--- src/rtl/stopwatch_lap_ctrl.sv ---
// Mode/sequencing controller between debounced buttons and the stopwatch: run/stop/clear
// commands, lap capture into a ring buffer, and live/lap display mux. Option: LAP_OVERWRITE_EN.
module stopwatch_lap_ctrl #(
  parameter int LAP_DEPTH = 4,
  parameter int IDX_W     = 2
) (
  input  logic             clk,
  input  logic             rst,
  input  logic             i_btn_runstop,
  input  logic             i_btn_clear,
  input  logic             i_btn_lap,
  input  logic [6:0]       i_msec,
  input  logic [5:0]       i_sec,
  input  logic [5:0]       i_min,
  input  logic [4:0]       i_hour,
  output logic             o_runstop,
  output logic             o_clear,
  output logic [6:0]       o_disp_msec,
  output logic [5:0]       o_disp_sec,
  output logic [5:0]       o_disp_min,
  output logic [4:0]       o_disp_hour,
  output logic [IDX_W:0]   o_lap_cnt,
  output logic [IDX_W-1:0] o_lap_idx,
  output logic             o_full,
  output logic [1:0]       o_state
);

  typedef enum logic [1:0] {
    S_IDLE   = 2'b00,
    S_RUN    = 2'b01,
    S_STOP   = 2'b10,
    S_REVIEW = 2'b11
  } state_t;

  localparam logic [IDX_W:0]   DEPTH_C = (IDX_W+1)'(LAP_DEPTH);
  localparam logic [IDX_W-1:0] LAST_C  = (IDX_W)'(LAP_DEPTH - 1);

  state_t           r_state, w_state_nx;
  logic [IDX_W:0]   r_lap_cnt, w_lap_cnt_nx;
  logic [IDX_W-1:0] r_wr_ptr, w_wr_ptr_nx;
  logic [IDX_W-1:0] r_lap_idx, w_lap_idx_nx;
  logic             r_runstop, w_runstop_nx;
  logic             r_clear, w_clear_nx;
  logic             w_cap;
  logic [23:0]      r_buf [LAP_DEPTH];

  logic [23:0]      w_live;
  logic             w_full;
  logic [IDX_W-1:0] w_wr_ptr_inc;
  logic             w_idx_last;
  logic [IDX_W-1:0] w_oldest;
  logic [IDX_W:0]   w_rd_sum;
  logic [IDX_W:0]   w_rd_wide;
  logic [IDX_W-1:0] w_rd_ptr;
  logic [23:0]      w_disp;

  assign w_live       = {i_hour, i_min, i_sec, i_msec};
  assign w_full       = (r_lap_cnt == DEPTH_C);
  assign w_wr_ptr_inc = (r_wr_ptr == LAST_C) ? '0 : r_wr_ptr + 1'b1;
  assign w_idx_last   = ({1'b0, r_lap_idx} == (r_lap_cnt - 1'b1));

  // Oldest entry sits at wr_ptr once the ring is full, otherwise at slot 0.
  assign w_oldest  = w_full ? r_wr_ptr : '0;
  assign w_rd_sum  = {1'b0, w_oldest} + {1'b0, r_lap_idx};
  assign w_rd_wide = (w_rd_sum >= DEPTH_C) ? (w_rd_sum - DEPTH_C) : w_rd_sum;
  assign w_rd_ptr  = w_rd_wide[IDX_W-1:0];

  always_comb begin
    w_state_nx   = r_state;
    w_lap_cnt_nx = r_lap_cnt;
    w_wr_ptr_nx  = r_wr_ptr;
    w_lap_idx_nx = r_lap_idx;
    w_runstop_nx = 1'b0;
    w_clear_nx   = 1'b0;
    w_cap        = 1'b0;
    case (r_state)
      S_IDLE: begin
        if (i_btn_runstop) begin
          w_state_nx   = S_RUN;
          w_runstop_nx = 1'b1;
        end
      end
      S_RUN: begin
        if (i_btn_runstop) begin
          w_state_nx   = S_STOP;
          w_runstop_nx = 1'b1;
        end else if (i_btn_lap) begin
`ifdef LAP_OVERWRITE_EN
          w_cap       = 1'b1;
          w_wr_ptr_nx = w_wr_ptr_inc;
          if (!w_full) w_lap_cnt_nx = r_lap_cnt + 1'b1;
`else
          if (!w_full) begin
            w_cap        = 1'b1;
            w_wr_ptr_nx  = w_wr_ptr_inc;
            w_lap_cnt_nx = r_lap_cnt + 1'b1;
          end
`endif
        end
      end
      S_STOP: begin
        if (i_btn_clear) begin
          w_state_nx   = S_IDLE;
          w_clear_nx   = 1'b1;
          w_lap_cnt_nx = '0;
          w_wr_ptr_nx  = '0;
          w_lap_idx_nx = '0;
        end else if (i_btn_runstop) begin
          w_state_nx   = S_RUN;
          w_runstop_nx = 1'b1;
        end else if (i_btn_lap && (r_lap_cnt != '0)) begin
          w_state_nx   = S_REVIEW;
          w_lap_idx_nx = '0;
        end
      end
      S_REVIEW: begin
        // Leaving review never commands the stopwatch; it was already stopped.
        if (i_btn_runstop || i_btn_clear) begin
          w_state_nx   = S_STOP;
          w_lap_idx_nx = '0;
        end else if (i_btn_lap) begin
          w_lap_idx_nx = w_idx_last ? '0 : r_lap_idx + 1'b1;
        end
      end
      default: w_state_nx = S_IDLE;
    endcase
  end

  always_ff @(posedge clk or posedge rst) begin
    if (rst) begin
      r_state   <= S_IDLE;
      r_lap_cnt <= '0;
      r_wr_ptr  <= '0;
      r_lap_idx <= '0;
      r_runstop <= 1'b0;
      r_clear   <= 1'b0;
    end else begin
      r_state   <= w_state_nx;
      r_lap_cnt <= w_lap_cnt_nx;
      r_wr_ptr  <= w_wr_ptr_nx;
      r_lap_idx <= w_lap_idx_nx;
      r_runstop <= w_runstop_nx;
      r_clear   <= w_clear_nx;
    end
  end

  always_ff @(posedge clk) begin
    if (w_cap) r_buf[r_wr_ptr] <= w_live;
  end

  assign w_disp = (r_state == S_REVIEW) ? r_buf[w_rd_ptr] : w_live;

  assign o_disp_msec = w_disp[6:0];
  assign o_disp_sec  = w_disp[12:7];
  assign o_disp_min  = w_disp[18:13];
  assign o_disp_hour = w_disp[23:19];
  assign o_runstop   = r_runstop;
  assign o_clear     = r_clear;
  assign o_lap_cnt   = r_lap_cnt;
  assign o_lap_idx   = r_lap_idx;
  assign o_full      = w_full;
  assign o_state     = r_state;

endmodule
--- config.mk ---
export PLATFORM = sky130hd
export DESIGN_NAME = stopwatch_lap_ctrl
export DESIGN_NICKNAME = d
export VERILOG_FILES = /design/src/rtl/stopwatch_lap_ctrl.sv
export SDC_FILE = /design/constraint.sdc
export NUM_CORES = 1
export LEC_CHECK = 0
export BUFFER_PORTS_ARGS = -buffer_cell sky130_fd_sc_hd__buf_2
export CAP_MARGIN = 0
export CORE_ASPECT_RATIO = 0.9
export CORE_MARGIN = 2
export CORE_UTILIZATION = 30
export CTS_BUF_LIST = sky130_fd_sc_hd__clkbuf_16
export DETAILED_ROUTE_END_ITERATION = 10
export GPL_TIMING_DRIVEN = 0
export PLACE_DENSITY = 0.57
export SLEW_MARGIN = 20
export SYNTH_ARGS = -nofsm -noshare
export SYNTH_HDL_FRONTEND = slang
export SYNTH_SLANG_ARGS = --single-unit
--- constraint.sdc ---
create_clock -name clk -period 6.25 [get_ports clk]
set_clock_uncertainty 0.1 [all_clocks]
set_input_delay 0.625 -clock clk [delete_from_list [all_inputs] [get_ports clk]]
set_output_delay 0.625 -clock clk [all_outputs]
set_load 0.02 [all_outputs]
After elaboration in Yosys (flattened, before gate mapping):

Memories as Yosys holds them, arrays and structs flattened.
Cells that the tools add are included.

* output and inout port bits: 34
* bits in registers: 11
* RAM bits: 96
* memory bits (read-only): 0
* logic and storage cells: 80
* latch bits: 0
* memories: 1
* input bits: 29

* order comparisons: 1
* bitwise logic cells: 0
* shift operators: 0
* div/mod/pow operators: 0
* reduce and logical (&&, ||, !) cells: 10
* add/subtract/negate cells: 6
* multipliers: 0
* eq/ne operators: 17
* muxes and demuxes: 39

Memory list
* r_buf: depth 4, width 24, rd ports 1, clocked after memory_dff 0, wr ports 1, RTL line 45 `logic [23:0] r_buf [LAP_DEPTH];`

Operator list (count)
* 2-to-1 mux 2 bit: 19
* 2-to-1 mux 24 bit: 1
* != test 2 bit (second input constant): 7
* 2-to-1 mux 3 bit: 4
* 2-to-1 mux 1 bit: 10
* != test 3 bit (second input constant): 3
* one-hot mux 2 bit (2 select lines): 2
* one-hot mux 2 bit (4 select lines): 1
* AND reduction 4 bit: 2
* equality test 2 bit (second input constant): 3
* one-hot mux 3 bit (2 select lines): 1
* AND reduction 5 bit: 1
* adder 2 x 1 -> 2 bit (second input constant): 2
* != test 4 bit (second input constant): 1
* nonzero test 2 bit: 2
* adder 2 x 2 -> 3 bit: 1
* adder 3 x 1 -> 3 bit (second input constant): 1
* equality test 2 x 3 -> 1 bit: 1
* equality test 3 bit (second input constant): 1
* >= comparator 3 bit (second input constant): 1
* nonzero test 3 bit: 1
* subtractor 3 x 1 -> 3 bit (second input constant): 1
* equality test 2 x 1 -> 1 bit (second input constant): 1
* logical NOT 2 bit: 1
* other kinds (5): 5

Logic depth before layout (Yosys ltp):

* word-level depth: 7
* gate-level depth with buffers: 10
* mapped depth without buffers: 9

Worst setup path after synthesis:

OpenSTA, ideal clock, no wires.

* kind: reg2out
* from: reg r_lap_cnt[0], in the netlist o_lap_cnt[0]
* to: out o_disp_hour[0]
* arrival: 2528 ps
* slack: 2997 ps
* cell stages (with the launch flop): 10
* data required time: 5525 ps
* buffers on the path: 2
* cell sequence: dfrtp_1 -> inv_1 -> ha_1 -> nand2_1 -> nor2_1 -> ha_1 -> clkbuf_2 -> buf_2 -> mux4_1 -> mux2_2

* cells in the longest elaborated chain, start to end: 7
* elaborated cells on any way between the ends: 8
* those cells by class: add/sub: 2; order compare: 1; eq/ne: 1; mux: 3; memory: 1

Ends and longest elaborated chain
* start, declared: RTL line 39 `logic [IDX_W:0] r_lap_cnt, w_lap_cnt_nx;`
* start signal, assigned: RTL line 139 `r_lap_cnt <= w_lap_cnt_nx;`
* equality test 3 bit *: RTL line 58 `assign w_full = (r_lap_cnt == DEPTH_C);`
* 2-to-1 mux 2 bit *: RTL line 63 `assign w_oldest = w_full ? r_wr_ptr : '0;`
* adder 2 x 2 -> 3 bit *: RTL line 64 `assign w_rd_sum = {1'b0, w_oldest} + {1'b0, r_lap_idx};`
* >= comparator 3 bit / subtractor 2 x 1 -> 2 bit (equally long branches): RTL line 65 `assign w_rd_wide = (w_rd_sum >= DEPTH_C) ? (w_rd_sum - DEPTH_C) : w_rd_sum;`
* 2-to-1 mux 2 bit *: RTL line 65
* memory read (4 x 24 bit) *
* 2-to-1 mux 24 bit *: RTL line 151 `assign w_disp = (r_state == S_REVIEW) ? r_buf[w_rd_ptr] : w_live;`
* end, declared: RTL line 21 `output logic [4:0] o_disp_hour,`

Every way passes the cells marked *; elsewhere a longest branch is shown, timed or not.

Worst setup path after layout:

* from: reg r_lap_cnt[0], in the netlist o_lap_cnt[0]
* to: out o_disp_msec[4]

* cells in the longest elaborated chain, start to end: 7
* elaborated cells on any way between the ends: 8
* those cells by class: add/sub: 2; order compare: 1; eq/ne: 1; mux: 3; memory: 1

Ends and longest elaborated chain
* equality test 3 bit *: RTL line 58
* 2-to-1 mux 2 bit *: RTL line 63
* adder 2 x 2 -> 3 bit *: RTL line 64
* >= comparator 3 bit / subtractor 2 x 1 -> 2 bit (equally long branches): RTL line 65
* 2-to-1 mux 2 bit *: RTL line 65
* memory read (4 x 24 bit) *
* 2-to-1 mux 24 bit *: RTL line 151
* end, declared: RTL line 18 `output logic [6:0] o_disp_msec,`

Marks and branches as above.

==> flow_summary.json <==
{
  "crit_family": "multiplexers",
  "setup-violations-final": 0,
  "worst_ep_required_time_ps": 5520,
  "worst_setup_path_end_kind": "primary output",
  "crit_path_max_incr_delay_ps": 630,
  "rrSetupSlack_ps": 3510,
  "syn_inst": 230,
  "seq_area_frac_synth": 0.689,
  "hold_buffers": 0,
  "clockBufferDepth": 2,
  "start_kind": "flip-flop",
  "fillers": 1413,
  "synth_edf_count": 96,
  "netlist.area_leader.share": 0.629,
  "max_slew_margin": 0.527,
  "fp-row-count": 42,
  "min-delay-path-class": "in2async",
  "crit_type": "reg2out",
  "dieArea_um2": 16300,
  "slew_violations": 0,
  "cap_viol_max_count": 0,
  "ios": 63,
  "die_w_um": 134,
  "crit_fanout": 10,
  "wl_um": 8570,
  "clk_pin_slew_ps": 70,
  "via_count": 2339,
  "place_congestion": 0.742,
  "setup_tns_ps": 0,
  "synth.ff_latch_count": 107,
  "peakVddDrop_uv": 180,
  "drt_iter0_drc": 144,
  "status": "completed",
  "reg2reg_from": "o_lap_cnt[0]$_DFFE_PP0P_",
  "grt.overflow.total": 0,
  "postCtsSetupBuffers": 0,
  "fmax_mhz": 253,
  "yosys_warnings": 0,
  "cts_buffers": 9,
  "yosys-top-cells-area": "edfxtp_1 (63%), mux4_1 (14%), dfrtp_1 (6.0%)",
  "hold_viol_final": 0,
  "async_flop_share": 0.103,
  "yosys.area.top_type": "edfxtp_1",
  "period_minus_slack_ps": 3960,
  "cts_max_level": 3,
  "antenna_cells": 0,
  "hpwl_um": 5460,
  "wl_per_cell_um": 17.0,
  "worstPathArrival_ps": 3230,
  "netlist_area_um2": 4580,
  "drc": 0,
  "period_share": 0.633,
  "power.density_nw_per_um2": 343,
  "post_cts_resized": 0,
  "start_util": 0.309,
  "antenna_found_initial": 1,
  "ctsRootBufferMaster": "clkbuf_16",
  "core_um2": 14800,
  "rsz0062_at_grt": "no",
  "clock_sinks": 107,
  "clock_latency_ps": 340,
  "cp_cell_sequence": "inv_1 -> ha_1 -> nand2_1 -> nor2_1 -> ha_1 -> clkbuf_2 -> buf_2 -> mux4_1 -> mux2_2 -> buf_2",
  "drtAntennaViolNets": 0,
  "worst_pin_slew_ps": 709,
  "synth_cell_types": 35,
  "synth_nets": 267,
  "p_leak_nw": 2.02,
  "grt_pass1_wl_um": 13200,
  "grt_pass1_vias": 2454,
  "critPathSlowestCell": "mux4_1",
  "grt_start_max_net_pins": 25,
  "first_pass_iters": 4,
  "port_buffers": 61,
  "r2r_cells": 6,
  "cts_tree": "yes",
  "drive_above_1_share": 0.375,
  "track_usage": 0.110,
  "cp_num_buf_inv": 4,
  "synth.avg_cell_area_um2": 19.9,
  "vias_per_cell": 4.63,
  "r2r_end": "r_buf[2][17]$_DFFE_PP_",
  "pre_cts_ws_ps": 2610,
  "nets": 339,
  "regArea_um2": 3160,
  "synthToLayoutAreaGrowth_pct": 18.6,
  "die_h_um": 121,
  "worst_slack_ps": 2290,
  "ys.flop_type": "edfxtp_1",
  "multi_input_area_um2": 1340
}
[per-stage QoR]
step / utilization / area [um^2] / power [mW] / hold WS [ps] / instances
2_1_floorplan: - / 4580 / 1.20 / 377 / 230
3_3_place_gp: 0.347 / 5130 / 1.33 / 441 / 489
3_5_place_dp: 0.347 / 5140 / 1.34 / 451 / 489
4_1_cts: 0.367 / 5430 / 1.89 / 168 / 505
5_1_grt: 0.367 / 5430 / 1.95 / 195 / 505
6_report: 0.367 / 5430 / 1.86 / 163 / 505
[power breakdown]
group | internal [mW] | leakage [nW] | total (mW) | switching (mW)
registers | 0.829 | 1.01 | 0.856 | 0.0272
logic | 0.194 | 0.862 | 0.461 | 0.267
clock network | 0.281 | 0.144 | 0.545 | 0.264
[placed cells by master, fill, tap and decap left out, types with 3 or more instances in the layout]
cell       synthesis  final
and2_2             0      4
buf_2              4     65
clkbuf_1           3      3
clkbuf_16          0      9
dfrtp_1           11     11
edfxtp_1          96     96
ha_1               8      8
inv_1              8      8
mux2_2            24     24
mux4_1            24     24
nand2_1            6      6
nand3_1            5      5
nor2_1             7      7
o31ai_1            3      3
xor2_1             3      3
[worst max path at each step]
stage	start	cells after the start	slack, ps	end
4_1_cts	o_lap_cnt[0]$_DFFE_PP0P_	10	2220	o_disp_min[3]
3_5_place_dp	o_lap_cnt[0]$_DFFE_PP0P_	10	2610	o_disp_msec[4]
3_3_place_gp	o_lap_cnt[0]$_DFFE_PP0P_	10	2660	o_disp_min[3]
5_1_grt	o_lap_cnt[0]$_DFFE_PP0P_	10	2050	o_disp_min[3]
6_report	o_lap_cnt[0]$_DFFE_PP0P_	10	2290	o_disp_msec[4]
2_1_floorplan	o_lap_cnt[0]$_DFFE_PP0P_	9	3000	o_disp_hour[0]
[cell type report]
type,count,share of cell area
clock buffers,9,0.0414
well taps,198,0.0456
flip-flops and latches,107,0.581
plain buffers,10,0.0108
multi-input cells,105,0.247
repair buffers,61,0.0562
clock inverters,7,0.0127
inverters,8,0.00553
[worst reg2reg max path: cells and delay by family, from the launching register on]
kind / cells / cell delay, ps
adders and majority gates: 1 / 240
DFF: 1 / 460
and+or+nand+nor: 3 / 1380
buffers and inverters: 2 / 170
[sequential cells by signal, summed over array words and instances, names as in the netlist]
register and cells:
r_buf 96, o_lap_idx 2, r_wr_ptr 2, o_lap_cnt 3
o_clear 1, o_state 2, o_runstop 1
[Yosys cell counts, drive strengths merged (2+ instances only)]
master  count
nand3       5
xnor2       3
dfrtp      11
and2        4
mux2       24
nand2       6
edfxtp     96
clkbuf      4
nand2b      2
buf         6
xor2        3
ha          8
nor2        7
mux4       24
inv         8
o31ai       3
[layer usage]
| layer | up-vias | part of all wire | wire length [um] | GRT usage |
|---|---|---|---|---|
| li1 | 1089 | - | - | - |
| met1 | 1183 | 0.46 | 3960 | 0.143 |
| met2 | 56 | 0.47 | 4060 | 0.174 |
| met3 | 9 | 0.050 | 428 | 0.0330 |
| met4 | 2 | 0.012 | 103 | 0.0414 |
| met5 | - | 0.0013 | 11 | 0 |
[cells by family after synthesis]
group / count (synthesis) / synth area share
flip-flops: 107 / 0.689
XOR/XNOR: 6 / 0.0147
AND/OR/NAND/NOR: 29 / 0.0341
buffers and inverters: 18 / 0.0194
adder cells (fa/ha/maj): 8 / 0.0218
AO/OA/AOI/OAI: 14 / 0.0240
multiplexers: 48 / 0.197
Power figures use the tool's default switching activity.
